File: src/rtl/piso_shift_tx.sv
// piso_shift_tx: valid/ready-loaded parallel-in/serial-out transmitter with an enabled shift rate.
// Define PIPO_TX_PARITY_EN to append an even-parity bit (PAR state) after the data bits.
module piso_shift_tx #(
    parameter int WIDTH     = 8,
    parameter bit MSB_FIRST = 1'b1
) (
    input  logic             clk,
    input  logic             reset,
    input  logic             en,
    input  logic             load_valid,
    input  logic [WIDTH-1:0] load_data,
    output logic             load_ready,
    output logic             sd,
    output logic             sd_valid,
    output logic             frame_start,
    output logic             done
);

    localparam int CW = $clog2(WIDTH + 1);
    localparam logic [CW-1:0] LAST = CW'(WIDTH - 1);

`ifdef PIPO_TX_PARITY_EN
    typedef enum logic [1:0] {IDLE, SHIFT, PAR} state_t;
    logic par;
`else
    typedef enum logic [0:0] {IDLE, SHIFT} state_t;
`endif

    state_t           state;
    logic [WIDTH-1:0] shreg;
    logic [CW-1:0]    cnt;

    logic [WIDTH-1:0] shifted;
    logic             next_bit;
    logic             first_bit;

    // sd is registered, so the bit that will be on the line after a shift is precomputed here.
    always_comb begin
        shifted   = MSB_FIRST ? {shreg[WIDTH-2:0], 1'b0} : {1'b0, shreg[WIDTH-1:1]};
        next_bit  = MSB_FIRST ? shreg[WIDTH-2] : shreg[1];
        first_bit = MSB_FIRST ? load_data[WIDTH-1] : load_data[0];
    end

    always_ff @(posedge clk) begin
        if (!reset) begin
            state       <= IDLE;
            shreg       <= '0;
            cnt         <= '0;
            sd          <= 1'b0;
            sd_valid    <= 1'b0;
            frame_start <= 1'b0;
            done        <= 1'b0;
            load_ready  <= 1'b1;
`ifdef PIPO_TX_PARITY_EN
            par         <= 1'b0;
`endif
        end else begin
            done <= 1'b0;
            case (state)
                IDLE: begin
                    if (load_valid) begin
                        state       <= SHIFT;
                        shreg       <= load_data;
                        cnt         <= '0;
                        sd          <= first_bit;
                        sd_valid    <= 1'b1;
                        frame_start <= 1'b1;
                        load_ready  <= 1'b0;
`ifdef PIPO_TX_PARITY_EN
                        par         <= ^load_data;
`endif
                    end
                end
                SHIFT: begin
                    if (en) begin
                        frame_start <= 1'b0;
                        shreg       <= shifted;
                        if (cnt == LAST) begin
                            cnt <= '0;
`ifdef PIPO_TX_PARITY_EN
                            state <= PAR;
                            sd    <= par;
`else
                            state      <= IDLE;
                            sd         <= 1'b0;
                            sd_valid   <= 1'b0;
                            load_ready <= 1'b1;
                            done       <= 1'b1;
`endif
                        end else begin
                            cnt <= cnt + CW'(1);
                            sd  <= next_bit;
                        end
                    end
                end
`ifdef PIPO_TX_PARITY_EN
                PAR: begin
                    if (en) begin
                        state      <= IDLE;
                        sd         <= 1'b0;
                        sd_valid   <= 1'b0;
                        load_ready <= 1'b1;
                        done       <= 1'b1;
                    end
                end
`endif
                default: state <= IDLE;
            endcase
        end
    end

endmodule

File: config.mk
export PLATFORM = sky130hd
export DESIGN_NAME = piso_shift_tx
export DESIGN_NICKNAME = d
export VERILOG_FILES = /design/src/rtl/piso_shift_tx.sv
export SDC_FILE = /design/constraint.sdc
export NUM_CORES = 1
export LEC_CHECK = 0
export BUFFER_PORTS_ARGS = -buffer_cell sky130_fd_sc_hd__buf_2
export CELL_PAD_IN_SITES_DETAIL_PLACEMENT = 1
export CELL_PAD_IN_SITES_GLOBAL_PLACEMENT = 1
export CORE_MARGIN = 1.5
export CORE_UTILIZATION = 39
export DETAILED_ROUTE_END_ITERATION = 10
export PLACE_DENSITY_LB_ADDON = 0.25
export REMOVE_ABC_BUFFERS = 1
export SLEW_MARGIN = 10
export SYNTH_ARGS = -nofsm -noshare
export SYNTH_HDL_FRONTEND = slang
export SYNTH_SLANG_ARGS = --single-unit
File: constraint.sdc
create_clock -name clk -period 1.6 [get_ports clk]
set_input_delay 0.48 -clock clk [delete_from_list [all_inputs] [get_ports clk]]
set_output_delay 0.48 -clock clk [all_outputs]
set_load 0.05 [all_outputs]
=== Word level (Yosys, flattened, before mapping) ===
Cells that the tools add are included.

* Bits in registers: 17
* Input port bits: 12
* Output and inout bits: 5
* Word-level logic and storage cells: 43

* Add/sub/neg operators: 1
* Equal/unequal tests: 4
* Muxes and demuxes: 26
* Bitwise logic cells: 1
* Reductions and logical operators: 3

{| class="wikitable"
|+ Operator list
! kind !! count
|-
| $mux W1 || 14
|-
| $mux W7 || 2
|-
| $pmux W7 S2 || 1
|-
| $mux W4 || 3
|-
| $pmux W1 S2 || 5
|-
| $pmux W4 S2 || 1
|-
| $reduce_and A3 Y1 || 2
|-
| $add A4 B1 Y4 const B || 1
|-
| $eq A4 B3 Y1 const B || 1
|-
| $ne A2 B2 Y1 const B || 2
|-
| $ne A2 B1 Y1 const B || 1
|-
| $reduce_and A2 Y1 || 1
|-
| $not A1 Y1 || 1
|}

=== Depth between registers and ports, before layout ===
* Depth in word-level cells: 4
* Mapped depth: 5
* Gate-level depth less buffers: 4

=== Least setup slack after synthesis ===
No wires, ideal clock.

* Path type: input -> register
* Start: input port load_valid
* End: register sd
* Library setup time: 0.122 ns
* Arrival time: 1.065 ns
* Data required time: 1.478 ns
* Slack: 0.413 ns
* Stages on the path: 4
* Path buffers: 1
* Cells stage by stage: mux2_4 > buf_12 > o21ai_1 > a21oi_1

* Cells in the longest elaborated chain, start to end: 2

{| class="wikitable"
|+ Ends and longest elaborated chain
! item !! RTL line !! text
|-
| start, declared || 10 || <nowiki>input logic load_valid,</nowiki>
|-
| $ne A2 B2 Y1 (no source line) || n/a ||
|-
| $reduce_and A2 Y1 (no source line) || n/a ||
|-
| end signal, assigned || 65 || <nowiki>sd <= first_bit;</nowiki>
|-
| end signal, assigned || 92 || <nowiki>sd <= next_bit;</nowiki>
|-
| end, declared || 13 || <nowiki>output logic sd,</nowiki>
|}

Every way passes these cells.
A chain may end at the register's enable or synchronous reset.

=== Final worst setup path ===
* Start: register load_ready
* End: output port load_ready

{| class="wikitable"
|+ RTL lines
! item !! RTL line !! text
|-
| start, declared || 12 || <nowiki>output logic load_ready,</nowiki>
|-
| start signal, assigned || 53 || <nowiki>load_ready <= 1'b1;</nowiki>
|-
| start signal, assigned || 68 || <nowiki>load_ready <= 1'b0;</nowiki>
|-
| start signal, assigned || 87 || <nowiki>load_ready <= 1'b1;</nowiki>
|}

No word-level cell between the ends.

==> key figures <==
Final layout
  – Net count, final: 114
  – Layout Area Growth over Synthesis: 14.44%
  – FILL cells: 246
  – Antenna cells: 0
  – Footprint of the multi-input gates: 439.2 um2
  – Layout cells sized above 1: 32.00%
  – Register area: 340.3 um2

Global route
  – Global route overflow: 0
  – Pin count of the biggest net entering global routing: 15
  – Grt peak-use layer: met2
  – GRT met3 Usage: 3.067%
  – Initial antenna violation count: 0
  – GR Util All Layers: 16.11%
  – Routing usage on met1: 20.70%
  – First-pass GRT wire length: 2904 um
  – Met2 usage: 24.89%
  – Vias in the first global route: 654

Critical path
  – CP top delay family: flip-flops
  – Launch point of the worst reg-to-reg path: state
  – Worst path bufs/invs: 1
  – Maximum fanout along the worst path: 2
  – WP data arrival: 0.90 ns
  – CP Cell Sequence: buf_2
  – Worst EP required: 1.12 ns
  – Critical Path End Type: primary output
  – Worst R2R Path Depth: 3
  – Critical-path cell with the highest stage delay: dfxtp_1
  – R2R setup slack: 0.31 ns
  – Slowest Stage Delay on Critical Path: 0.34 ns
  – Critical R2R Capture: cnt[3]
  – Kind of critical path: reg2out
  – CP startpoint kind: flop

STA
  – Setup tns final: 0 ns
  – Max Clock Skew: 0.003946 ns
  – FMAX: 726.2 MHz
  – Hold Fails Final Rpt: 0
  – Endpoints failing setup: 0
  – Slew headroom: 78.14%
  – Tmin final: 1.377 ns
  – RSZ-0062 raised after global routing: no
  – Fin crit share: 86.07%
  – Final Max Slew Viols: 0
  – Hold_ws: 0.4556 ns
  – Worst slew pin tran: 0.3275 ns

Floorplan
  – Core ar.: 0.001982 mm2
  – DIE HEIGHT: 48.95 um
  – Die W: 48.95 um
  – Boundary Pins: 17
  – Die ar.: 0.002396 mm2
  – Initial core utilization: 41.54%
  – Cell Rows: 16

Logic synthesis
  – Yosys cell types: 33
  – Seq cells post-synth: 17
  – Syn avg cell area: 10.16 um2
  – Post-synthesis cell area: 823.3 um2
  – Yosys warns: 0
  – Register area share after synthesis: 41.34%
  – Synth Instances: 81

Detailed routing
  – WL per Instance: 13.02 um
  – DRC errors left: 0
  – Final ANT Viol Nets: 0
  – Routed via count: 673
  – Initial DRC count: 6
  – Drt pass-1 iters: 4
  – Vias per Instance: 5.299
  – Routed wire length: 1654 um

Placed design
  – DPL Wire Length: 1230 um
  – Final RePlAce weighted congestion: 0.7142
  – Port Buffer Count: 16

Clock tree
  – CTS H-tree lvls: 1
  – CTS tree: done
  – Setup Buffers After CTS: 0
  – Clock root buffer: clkbuf_4
  – Post-CTS Hold Fix Bufs: 0
  – Clock Path Buffers: 2
  – Num CTS Buffers: 3
  – CTS clk-pin slew, worst paths: 0.10 ns
  – CTS Sinks: 17
  – CTS resizes: 0
  – Clock Latency Late Sink: 0.29 ns

Pwr
  – Power Dens Cells: 913.9 mW/mm2
  – Leak pwr: 0.3907 nW
  – Worst VDD drop: 435.3 uV

Worst hold path
  – Hold_sp: reset
  – Hold path cells: 2
  – WHS Endpoint: load_ready
  – Tightest Hold Check Type: in2reg

Run status
  – Outcome: completed

Job
  – Maxcap violations: 0
-- cell families after synthesis --
family	share of synthesized area, %
adders and majority gates	1.520
buffers and inverters	5.318
AOI/OAI and AO/OA	21.88
DFF	41.34
and+or+nand+nor	19.45
muxes	10.49
-- flip-flops by register name, indices dropped and copies added (netlist names) --
| name | count |
|---|---|
| done | 1 |
| state | 1 |
| sd | 1 |
| sd_valid | 1 |
| load_ready | 1 |
| frame_start | 1 |
| shreg | 7 |
| cnt | 4 |
-- layout make-up --
cell class              count  share of cell area (%)
clock buffers               4                   2.789
inverters                   2                  0.7968
multi-input cells          59                   46.61
flip-flops and latches     17                   36.12
well taps                  27                   3.586
repair buffers             18                   10.09
-- metal layers --
metal / wire length, um / vias up / part of all wire (%)
li1: - / 335 / -
met1: 758 / 316 / 46
met2: 769 / 17 / 46
met3: 77 / 5 / 4.7
met4: 48 / 0 / 2.9
met5: 0 / - / 0
-- report_power, final --
group          switching (mW)  internal (mW)
Clock                   0.133         0.0971
Combinational          0.0975         0.0634
Sequential             0.0194          0.451
-- synth_stat cells --
master | count | area share (%)
nand3b_1 | 1 | 0.91
nor2_1 | 7 | 3.2
o31a_1 | 1 | 1.1
nand3_1 | 2 | 1.2
a21boi_0 | 1 | 0.91
a21oi_1 | 6 | 3.6
o21ai_0 | 1 | 0.61
inv_1 | 1 | 0.46
ha_1 | 1 | 1.5
buf_12 | 1 | 2.4
a311oi_2 | 1 | 1.8
buf_6 | 1 | 1.4
nor3b_1 | 3 | 2.7
a21boi_1 | 1 | 0.91
o21ai_1 | 4 | 2.4
nand2b_1 | 2 | 1.5
a211oi_2 | 5 | 7.6
o21a_1 | 2 | 1.8
mux2i_1 | 6 | 7.3
nor4b_1 | 1 | 1.1
and3b_1 | 1 | 1.1
nor2_2 | 3 | 2.3
mux2_1 | 1 | 1.4
dfxtp_1 | 17 | 41
nor2b_1 | 1 | 0.76
nand2_1 | 2 | 0.91
mux2_4 | 1 | 1.8
and3_1 | 2 | 1.5
or3b_1 | 1 | 1.1
inv_2 | 1 | 0.46
buf_2 | 1 | 0.61
o22a_1 | 1 | 1.1
and4b_1 | 1 | 1.2
-- cells in the final DEF (no fill, tap or decap), types with 2 or more instances in the layout --
cell type and count:
nand2_1 2, nor3b_1 3, o21a_1 2, nor2_2 3, and3_1 2, buf_2 16, a211oi_2 5, mux2i_1 6
nand3_1 2, nand2b_1 2, buf_4 2, a21oi_1 6, nor2_1 7, o21ai_1 4, clkbuf_4 3, dfxtp_1 17
-- per-stage QoR --
stage	setup slack, ns	power (mW)	cell area, um2	util (%)	std cells
2_1_floorplan	0.1502	0.5900	787.0	-	78
3_3_place_gp	0.2800	0.6370	915.9	46.21	123
3_5_place_dp	0.2493	0.6432	915.9	46.21	123
4_1_cts	0.1941	0.8813	942.2	47.54	127
5_1_grt	0.1797	0.9128	942.2	47.54	127
6_report	0.2229	0.8610	942.2	47.54	127
-- worst max-delay path by stage --
stage | start | endpoint | cells past startpoint
5_1_grt | frame_start | frame_start | 1
2_1_floorplan | state | cnt[3] | 3
3_5_place_dp | load_valid | cnt[3] | 4
3_3_place_gp | en | cnt[3] | 4
4_1_cts | load_ready | load_ready | 1
6_report | load_ready | load_ready | 1
Power figures use the tool's default switching activity.
